**config.mk**
```make
export PLATFORM = sky130hd
export DESIGN_NAME = seg7_scan_flat
export DESIGN_NICKNAME = d
export VERILOG_FILES = /design/src/rtl/seg7_scan_pkg.sv /design/src/rtl/seg7_scan_if.sv /design/src/rtl/seg7_hexdec.sv /design/src/rtl/seg7_scan.sv /design/src/flat_wrapper.sv
export SDC_FILE = /design/constraint.sdc
export NUM_CORES = 1
export LEC_CHECK = 0
export CAP_MARGIN = 10
export CORE_AREA = 10 10 107 109
export CTS_CLUSTER_DIAMETER = 100
export DETAILED_ROUTE_END_ITERATION = 12
export DIE_AREA = 0 0 117 119
export GPL_TIMING_DRIVEN = 1
export SYNTH_ARGS = -nofsm -noshare
export SYNTH_HDL_FRONTEND = slang
export SYNTH_SLANG_ARGS = --single-unit
```
**constraint.sdc**
```tcl
create_clock -name clk -period 4.95 [get_ports clk]
set_clock_uncertainty 0.15 [all_clocks]
set_input_delay 1.485 -clock clk [delete_from_list [all_inputs] [get_ports clk]]
set_output_delay 1.485 -clock clk [all_outputs]
set_load 0.02 [all_outputs]
```
**src/rtl/seg7_scan_pkg.sv**
```systemverilog
// seg7_scan_pkg: shared seven-segment constants.
// Segment order is {dp,g,f,e,d,c,b,a}. Table values are active-high.
package seg7_scan_pkg;
    localparam int SEG_DP = 7;
    localparam logic [15:0][6:0] HEX_SEG = {
        7'h71, 7'h79, 7'h5E, 7'h39, 7'h7C, 7'h77, 7'h6F, 7'h7F,
        7'h07, 7'h7D, 7'h6D, 7'h66, 7'h4F, 7'h5B, 7'h06, 7'h3F
    };
endpackage

```
**src/rtl/seg7_scan_if.sv**
```systemverilog
// seg7_scan_if: display data in, scan control in, pin drives out.
interface seg7_scan_if;
    logic        scan_src;
    logic        blink_src;
    logic [31:0] hexs;
    logic [7:0]  points;
    logic [7:0]  le;
    logic [7:0]  an;
    logic [7:0]  seg;
    logic [2:0]  scan_idx;
    modport master (output scan_src, blink_src, hexs, points, le, input an, seg, scan_idx);
    modport slave (input scan_src, blink_src, hexs, points, le, output an, seg, scan_idx);
endinterface

```
**src/rtl/seg7_hexdec.sv**
```systemverilog
// seg7_hexdec: hex nibble to active-high {g..a} segments.
module seg7_hexdec
    import seg7_scan_pkg::*;
(
    input  logic [3:0] nibble,
    output logic [6:0] segs
);
    assign segs = HEX_SEG[nibble];
endmodule

```
**src/rtl/seg7_scan.sv**
```systemverilog
// seg7_scan: 8-digit multiplexed seven-segment driver with per-frame snapshot,
// decimal points and blink; pins are registered two cycles after a scan tick.
module seg7_scan
    import seg7_scan_pkg::*;
#(
    parameter int DIGITS     = 8,
    parameter bit ACTIVE_LOW = 1
) (
    input logic       clk,
    input logic       rst,
    seg7_scan_if.slave bus
);
    localparam logic [7:0] OFF = ACTIVE_LOW ? 8'hFF : 8'h00;
    logic        scan_prev;
    logic [2:0]  idx;
    logic [31:0] hexs_snap;
    logic [7:0]  points_snap;
    logic [7:0]  le_snap;
    logic [7:0]  an_r;
    logic [7:0]  seg_r;
    logic [7:0]  an_n;
    logic [7:0]  seg_n;
    logic [6:0]  dec;
    logic        tick;
    logic        blank;
    assign tick  = bus.scan_src & ~scan_prev;
    assign blank = le_snap[idx] & bus.blink_src;
    seg7_hexdec u_dec (
        .nibble(hexs_snap[{idx, 2'b00} +: 4]),
        .segs  (dec)
    );
    always_comb begin
        seg_n         = {1'b0, dec};
        seg_n[SEG_DP] = points_snap[idx];
        an_n          = blank ? 8'h00 : 8'h01 << idx;
        seg_n         = blank ? 8'h00 : seg_n;
    end
    // Snapshot is taken on the wrap tick so a frame never mixes two input words.
    always_ff @(posedge clk or negedge rst) begin
        if (!rst) begin
            scan_prev   <= 1'b0;
            idx         <= 3'd0;
            hexs_snap   <= '0;
            points_snap <= '0;
            le_snap     <= '0;
            an_r        <= OFF;
            seg_r       <= OFF;
        end else begin
            scan_prev <= bus.scan_src;
            if (tick)
                idx <= idx + 3'd1;
            if (tick && idx == 3'(DIGITS - 1)) begin
                hexs_snap   <= bus.hexs;
                points_snap <= bus.points;
                le_snap     <= bus.le;
            end
            an_r  <= an_n ^ OFF;
            seg_r <= seg_n ^ OFF;
        end
    end
    assign bus.an       = an_r;
    assign bus.seg      = seg_r;
    assign bus.scan_idx = idx;
endmodule

```
**src/flat_wrapper.sv**
```systemverilog
// flat-port wrapper written by rule: the top's interface ports become plain ports
module seg7_scan_flat import seg7_scan_pkg::*;
#(
    parameter int DIGITS     = 8,
    parameter bit ACTIVE_LOW = 1
)
  (clk, rst, bus_scan_src, bus_blink_src, bus_hexs, bus_points, bus_le, bus_an, bus_seg, bus_scan_idx);
  seg7_scan_if bus_i ();
  input logic clk;
  input logic rst;
  input wire logic [$bits(bus_i.scan_src)-1:0] bus_scan_src;
  input wire logic [$bits(bus_i.blink_src)-1:0] bus_blink_src;
  input wire logic [$bits(bus_i.hexs)-1:0] bus_hexs;
  input wire logic [$bits(bus_i.points)-1:0] bus_points;
  input wire logic [$bits(bus_i.le)-1:0] bus_le;
  output wire logic [$bits(bus_i.an)-1:0] bus_an;
  output wire logic [$bits(bus_i.seg)-1:0] bus_seg;
  output wire logic [$bits(bus_i.scan_idx)-1:0] bus_scan_idx;
  assign bus_i.scan_src = bus_scan_src;
  assign bus_i.blink_src = bus_blink_src;
  assign bus_i.hexs = bus_hexs;
  assign bus_i.points = bus_points;
  assign bus_i.le = bus_le;
  assign bus_an = bus_i.an;
  assign bus_seg = bus_i.seg;
  assign bus_scan_idx = bus_i.scan_idx;
  seg7_scan #(.DIGITS(DIGITS), .ACTIVE_LOW(ACTIVE_LOW)) u_core (.clk(clk), .rst(rst), .bus(bus_i));
endmodule
```
# Word-level counts from Yosys, hierarchy flattened
# Memories as Yosys holds them, arrays and structs flattened.
# Index checks and enable logic that the tools add are counted.
[classes] muxes=7 n_addsub=1 reduce_logical=1 shifts=2 order_cmp=2 n_eq_ne=1 bitwise=5
[op_table] operator="32-bit by 6-bit variable part select with 4-bit output" n=1
[op_table] operator="8-bit two-way mux" n=2
[op_table] operator="8-bit inverter" n=2
[op_table] operator="1-bit by 3-bit left shift with 8-bit output, first input constant" n=1
[op_table] operator="7-bit two-way mux" n=1
[op_table] operator="1-bit binary-select mux with 3-bit select" n=2
[op_table] operator="4-bit by 5-bit < comparator with 1-bit output, second input constant" n=1
[op_table] operator="3-bit by 4-bit < comparator with 1-bit output, second input constant" n=1
[op_table] operator="3-bit by 1-bit adder with 3-bit output, second input constant" n=1
[op_table] operator="3-bit equality test, second input constant" n=1
[op_table] operator="1-bit bitwise AND" n=2
[op_table] operator="1-bit two-way mux" n=2
[op_table] operator="1-bit logical AND" n=1
[op_table] operator="1-bit inverter" n=1
[totals] mem_count=1 input_bits=52 romBits=112 ff_bits=68 out_inout_bits=19 word_cells=27
[memory_table] memory="(no name shown)" depth=16 word_bits=7 read_ports=1 rd_ports_with_merged_regs=0 write_ports=0 line="seg7_hexdec.sv:8" text="assign segs = HEX_SEG[nibble];"

# Longest topological paths before layout
# Gate-level depths: netlist (run 1).
[depth] ltp_word=5 mapped_depth=10 depth_no_buf=8

# Cells and area by module
# A second synthesis (run 1) with hierarchy kept.
[hier_totals] cells_unflattened=222 hier_area_um2=3219.3
[modules_own_cells] mod="seg7_scan" cells_per_inst=189 instances=1 area_per_inst_um2=2936.6
[modules_own_cells] mod="seg7_hexdec" cells_per_inst=33 instances=1 area_per_inst_um2=282.8

# Worst setup path before layout (run 1)
# Ideal clock, no wire load.
[synth_path] kind="input to register" from="input port bus_scan_src" to="register u_core.hexs_snap[19]" t_arrival_ps=2635 required_time_ps=4675 path_buffers=2 path_stages=4 path_slack_ps=2040 cell_sequence="nand3b_1 > clkbuf_1 > buf_1 > mux2_2"
[synth_between] elab_chain_len=2
[synth_rtl] item="from (decl)" line="flat_wrapper.sv:11" text="input wire logic [$bits(bus_i.scan_src)-1:0] bus_scan_src;"
[synth_rtl] item="1-bit bitwise AND" line="seg7_scan.sv:26" text="assign tick = bus.scan_src & ~scan_prev;"
[synth_rtl] item="1-bit logical AND" line="seg7_scan.sv:52" text="if (tick && idx == 3'(DIGITS - 1)) begin"
[synth_rtl] item="to (signal assigned)" line="seg7_scan.sv:53" text="hexs_snap <= bus.hexs;"
[synth_rtl] item="to (decl)" line="seg7_scan.sv:16" text="logic [31:0] hexs_snap;"
# No other way between the ends.
# A chain may end at the register's enable or synchronous reset.

# Final worst setup path (run 1)
[layout_path] from="register u_core.idx[1] (netlist: u_core.bus.scan_idx[1])" to="output port bus_scan_idx[1]"
[layout_lines] item="from (decl)" line="seg7_scan.sv:15" text="logic [2:0] idx;"
[layout_lines] item="from (signal assigned)" line="seg7_scan.sv:51" text="idx <= idx + 3'd1;"
[layout_lines] item="to (decl)" line="flat_wrapper.sv:18" text="output wire logic [$bits(bus_i.scan_idx)-1:0] bus_scan_idx;"
# No word-level cell between the ends.

==> impl_metrics.yaml, run 1 <==
outcome:
  status: "complete, no violations"
placement:
  dp_hpwl_um: 4920
  io_buffer_count: 70
  dp.cells: 397
  dpl_cell_area_mm2: 0.00397
  place.gp.congestion: 0.762
yosys:
  synth_warnings: 0
  synth.area.top_cells: "dfrtp_1 (41%), mux2_2 (18%), dfstp_2 (13%)"
  synthDominantCellAreaShare_pct: 41.1
  synth_cell_type_count: 39
  synth_edf_count: 0
  syn_area_mm2: 0.00317
  synth_nets: 284
  ys_top_cells_by_count: "dfrtp_1 (52), mux2_2 (52), nand2_1 (18), dfstp_2 (16), ha_1 (12)"
  seq_area_frac_synth_pct: 54.3
  syn_avg_cell_area_um2: 14.4
  synth_cells: 220
  postSynth.asyncResetShare_pct: 100
  synth_flop_cell: "dfrtp_1"
  synth.largest_area_cell: "dfrtp_1"
  ys_ff_latch: 68
pwr:
  ir_worst_vdd_mv: 0.232
  power_frac_clock_pct: 16.8
  p_total_uw: 2890
  leakage_uw: 0.00182
  switching_share_pct: 35.3
  p_per_area_mw_per_mm2: 690
  seqPwrFrac_pct: 34.7
  combPwrFrac_pct: 48.5
  power.switching_uw: 1020
  p_int_uw: 1870
run:
  maxCapViolations: 0
global_routing:
  grt_max_degree: 49
  grt_pass1_wl_um: 11100
  grt_usage_pct: 10.1
  grtUsageMet3_pct: 2.86
  grtUsageMet2_pct: 15.8
  met1_usage_pct: 12.9
  grt-ovfl-total: 0
  grt_pass1_vias: 2170
  antenna_found_initial: 0
  busiest_layer: "met2"
clock_tree:
  cts_setup_buffers: 0
  cts_hold_buf: 0
  cts_tree: "built"
  cts_inserted_buffers: 9
  cts.sink_count: 68
  htree_levels: 3
  clkTransAtPathRegs_ps: 70
  cts_buffer_depth: 2
  ctsResizeCount: 0
  clock_latency_ps: 330
  cts_root_buf: "clkbuf_8"
worst_setup_path:
  worstPathRequired_ps: 3310
  critPathMaxStageDelay_ps: 840
  timing.critical_path.depth: 1
  cp-end-kind: "output pin"
  crit_path_top_delay_cell: "dfrtp_1"
  crit_arrival_ps: 1920
  path_max_fanout: 19
  r2r_slack_ps: 2290
  r2r_cells: 8
  critPathTopFamily: "flip-flops"
  worstPathCellList: "clkdlybuf4s50_1"
  cp_num_buf_inv: 1
  worstSetupStartpointType: "register"
  crit_type: "register to output pin"
route:
  drt_iter0_markers: 67
  wl_um: 6770
  drcViolationCount: 0
  viasPerCell: 4.75
  dr.pass1.iters: 5
  vias: 1960
  routedWlPerCell_um: 16.4
  drtAntennaViolNets: 0
final_layout:
  antenna_cells: 0
  final_area_mm2: 0.00419
  finalNonFillerCells: 413
  layout-drive-gt1-share_pct: 35.5
  fillCellCount: 891
  synthToLayoutAreaGrowth_pct: 32.1
  layout.nets: 358
floorplanning:
  die_y_um: 119
  coreArea_mm2: 0.00946
  dieArea_mm2: 0.0139
  io_pins: 71
  row_count: 36
  die_w_um: 117
  initial_core_util_pct: 33.5
timing:
  clock.fmax_mhz: 281
  relSlewSlack_pct: 49.1
  rsz0062_at_grt: "false"
  finalSetupViolCount: 0
  slew_violations: 0
  setup_tns_ps: 0
  timing.final.crit_share_pct: 71.9
  tightest_slew_ps: 763
  fin_crit_ps: 3560
  hold_viol: 0
hold_path:
  holdPathStages: 1
  hp-class: "register to register"
==> cells in the final DEF (no fill, tap or decap), types with 5 or more instances in the layout <==
master            n
dfrtp_1          52
ha_1             12
mux2_2           52
inv_1             5
mux4_2           10
clkdlybuf4s50_1  69
clkbuf_8         13
a21oi_1           7
dfstp_2          16
nand2_1          18
==> kinds of logic (layout without fill, tap and decap cells) <==
group                      after synthesis  count (layout)  synth area share (%)
DFF                                     68              68                  54.3
buffers and inverters                   18              97                  2.84
AOI/OAI and AO/OA                       24              24                  5.61
muxes                                   67              67                  27.7
and+or+nand+nor                         30              30                  4.50
adders and majority gates               12              12                  4.74
xor gates and xnor gates                 1               1                 0.276
==> state kept, by name (all words and copies together), names as in the netlist <==
register	cells
u_core.hexs_snap	32
u_core.bus.an	8
u_core.bus.seg	8
u_core.le_snap	8
u_core.points_snap	8
u_core.bus.scan_idx	3
u_core.scan_prev	1
==> final timing paths <==
path / from / to
max: u_core.bus.scan_idx[1]$_DFFE_PN0P_ / bus_scan_idx[1]
min: u_core.hexs_snap[22]$_DFFE_PN0P_ / u_core.hexs_snap[22]$_DFFE_PN0P_
max reg2reg: u_core.bus.scan_idx[1]$_DFFE_PN0P_ / u_core.bus.seg[3]$_DFF_PN1_
min reg2reg: u_core.hexs_snap[22]$_DFFE_PN0P_ / u_core.hexs_snap[22]$_DFFE_PN0P_
max in group asynchronous: rst / u_core.hexs_snap[18]$_DFFE_PN0P_
min in group asynchronous: rst / u_core.bus.scan_idx[0]$_DFFE_PN0P_
==> worst register-to-register path: cells and delay by family (launching register included) <==
kind / cells / cell delay, ps
flops: 1 / 840
mux: 1 / 430
simple gates: 2 / 240
fa+ha+maj: 1 / 260
compound gates: 3 / 490
buf+inv: 1 / 150
==> power groups by stage <==
stage | registers [uW] | clock network (uW) | logic [uW]
finish | 1000 | 486 | 1400
global route | 1040 | 532 | 1540
floorplan | 1040 | 0 | 985
CTS | 1010 | 501 | 1420
global placement | 1010 | 0 | 1390
detailed placement | 1020 | 0 | 1410
==> per-stage QoR <==
step,hold WS (ps),util (%),setup slack (ps)
after global placement,333,42.0,1720
final,352,44.3,1390
after detailed placement,337,42.0,1690
after global routing,368,44.3,1280
after floorplan,324,-,2040
after CTS,353,44.3,1350
==> layout make-up <==
type	count	area [um^2]	share of cell area, %
multi-input combinational	134	1360	32.4
inverter	8	30.0	0.717
sequential	68	1720	41.1
clock buffer	15	186	4.45
tap	114	143	3.41
timing repair buffer	73	718	17.2
clock inverter	1	30.0	0.717
==> per-layer routing <==
metal | wire, um | part of all wire [%]
met3 | 409 | 6.0
met1 | 3080 | 45
met2 | 3180 | 47
met5 | 0 | 0
met4 | 106 | 1.6
(Power assumes the default switching activity.)
==> run 2: changes to the inputs <==
==> constraint.sdc (replaced) <==
create_clock -name clk -period 3.6 [get_ports clk]
set_clock_uncertainty 0.15 [all_clocks]
set_input_delay 1.08 -clock clk [delete_from_list [all_inputs] [get_ports clk]]
set_output_delay 1.08 -clock clk [all_outputs]
set_load 0.02 [all_outputs]
==> run 2 against run 1 <==
Global-route usage is essentially flat. Die area is the same. Sequential power grew 40%. Sequential share of layout area grew 0.36 points. Utilization shrank 0.38 points. First-iteration DRC count grew 7.5%. Worst hold slack gained 2.9 ps. Power grew 33%. Critical path type unchanged. Critical endpoint unchanged.
==> impl_metrics.yaml, run 2 (same netlist as run 1, synthesis figures left out) <==
final_layout:
  layout_commonest_cell: "clkdlybuf4s50_1"
  regMostFlops: "u_core.hexs_snap"
  layout-drive-gt1-share_pct: 36.2
  mostFrequentLayoutCells: "clkdlybuf4s50_1 (69), mux2_2 (52), dfrtp_1 (52)"
  fillCellCount: 904
  layout.nets: 361
  final_area_mm2: 0.00415
  synthToLayoutAreaGrowth_pct: 31.0
  largest_register_ffs: 32
  antenna_cells: 0
timing:
  timing.final.crit_share_pct: 82.3
  finalSetupViolCount: 0
  hold_viol: 0
  fin_crit_ps: 2960
  clock.fmax_mhz: 337
  slew_violations: 0
  relSlewSlack_pct: 44.4
  setup_tns_ps: 0
  rsz0062_at_grt: "false"
  tightest_slew_ps: 834
route:
  wl_um: 6820
  drcViolationCount: 0
  drtAntennaViolNets: 0
  drt_iter0_markers: 72
  viasPerCell: 4.83
  dr.pass1.iters: 4
  vias: 2004
  routedWlPerCell_um: 16.4
global_routing:
  grt-ovfl-total: 0
  antenna_found_initial: 0
  grt_pass1_vias: 2154
  grt_usage_pct: 10.2
  grt_max_degree: 69
  grt_pass1_wl_um: 11200
worst_setup_path:
  crit_path_top_delay_cell: "clkdlybuf4s50_1"
  worstPathRequired_ps: 2370
  r2r-start: "u_core.bus.scan_idx[0]$_DFFE_PN0P_"
  worst_r2r_endpoint: "u_core.bus.seg[3]$_DFF_PN1_"
  r2r_slack_ps: 910
  cp-end-kind: "output pin"
  worstPathCellList: "clkdlybuf4s50_1"
  worstSetupStartpointType: "register"
  critPathLaunch: "u_core.bus.scan_idx[1]$_DFFE_PN0P_"
  timing.critical_path.depth: 1
  cp_num_buf_inv: 1
  crit_type: "register to output pin"
  path_max_fanout: 15
  critPathMaxStageDelay_ps: 720
  endpoint: "bus_scan_idx[1]"
  crit_arrival_ps: 1730
  critPathTopFamily: "buffers and inverters"
  r2r_cells: 9
placement:
  dp_hpwl_um: 5190
  io_buffer_count: 70
  dpl_cell_area_mm2: 0.00399
  place.gp.congestion: 0.818
pwr:
  switching_share_pct: 36.7
  p_int_uw: 2430
  ir_worst_vdd_mv: 0.266
  combPwrFrac_pct: 50.2
  seqPwrFrac_pct: 36.4
  leakage_uw: 0.00181
  power.switching_uw: 1410
  power_frac_clock_pct: 13.4
  p_per_area_mw_per_mm2: 926
clock_tree:
  cts_inserted_buffers: 9
  cts_root_buf: "clkbuf_8"
  cts.sink_count: 68
  htree_levels: 3
  clkTransAtPathRegs_ps: 70
  ctsResizeCount: 0
  cts_buffer_depth: 2
  cts_setup_buffers: 0
  clock_latency_ps: 330
  cts_tree: "built"
  cts_hold_buf: 0
floorplanning:
  initial_core_util_pct: 33.5
  row_count: 36
  io_pins: 71
  dieArea_mm2: 0.0139
  die_y_um: 119
  die_w_um: 117
  coreArea_mm2: 0.00946
hold_path:
  hp-class: "register to register"
run:
  maxCapViolations: 0
outcome:
  status: "complete, no violations"
run 2: changes by cell type in the layout (fill, tap and decap cells not counted):
cell and delta:
clkinvlp_4 +2, clkinv_2 +3, clkbuf_8 -4, clkbuf_1 -1, bufinv_16 -1, buf_4 +3
run 2: final cells by class:
cell class,instances,area (um^2),area share (%)
multi-input combinational,134,1360,32.7
clock inverter,5,30.0,0.724
sequential,68,1720,41.5
timing repair buffer,76,741,17.8
clock buffer,10,128,3.08
inverter,8,30.0,0.724
tap,114,143,3.44
run 2: power by group through the flow:
stage / sequential, uW / combinational [uW] / clock [uW]
after global routing: 1450 / 2120 / 578
after detailed placement: 1420 / 1940 / 0
final: 1400 / 1930 / 516
after CTS: 1410 / 1950 / 542
after global placement: 1420 / 1910 / 0
after floorplan: 1440 / 1350 / 0
run 2: worst register-to-register path: stages (launching register included):
cell and delay, ps:
dfrtp_1 630, buf_4 240, mux4_2 500, nand2_1 80
nand2_1 150, inv_1 150, ha_1 240, a21oi_1 60
a311o_1 320, o211ai_1 90
run 2: per-layer routing:
metal	global-route usage, %	part of all wire, %	vias to the layer above
met3	3.01	6.2	6
li1	-	-	945
met1	13.1	45	992
met5	0	0	-
met2	15.8	48	61
met4	3.71	0.70	0
run 2: stage by stage:
stage | total power [uW] | util [%] | cells | hold slack [ps] | setup WS (ps)
floorplan | 2790 | - | 220 | 324 | 1100
global placement | 3330 | 42.2 | 400 | 334 | 863
detailed placement | 3360 | 42.2 | 400 | 342 | 840
CTS | 3900 | 43.9 | 415 | 359 | 572
global route | 4150 | 43.9 | 415 | 368 | 511
finish | 3840 | 43.9 | 415 | 355 | 637
run 2: worst min path at each step:
stage / from / endpoint / depth (start not counted)
6_report: u_core.points_snap[6]$_DFFE_PN0P_ / u_core.points_snap[6]$_DFFE_PN0P_ / 1
5_1_grt: u_core.hexs_snap[8]$_DFFE_PN0P_ / u_core.hexs_snap[8]$_DFFE_PN0P_ / 1
3_3_place_gp: u_core.hexs_snap[11]$_DFFE_PN0P_ / u_core.hexs_snap[11]$_DFFE_PN0P_ / 1
3_5_place_dp: u_core.hexs_snap[8]$_DFFE_PN0P_ / u_core.hexs_snap[8]$_DFFE_PN0P_ / 1
2_1_floorplan: u_core.hexs_snap[30]$_DFFE_PN0P_ / u_core.hexs_snap[30]$_DFFE_PN0P_ / 1
4_1_cts: u_core.hexs_snap[31]$_DFFE_PN0P_ / u_core.hexs_snap[31]$_DFFE_PN0P_ / 1
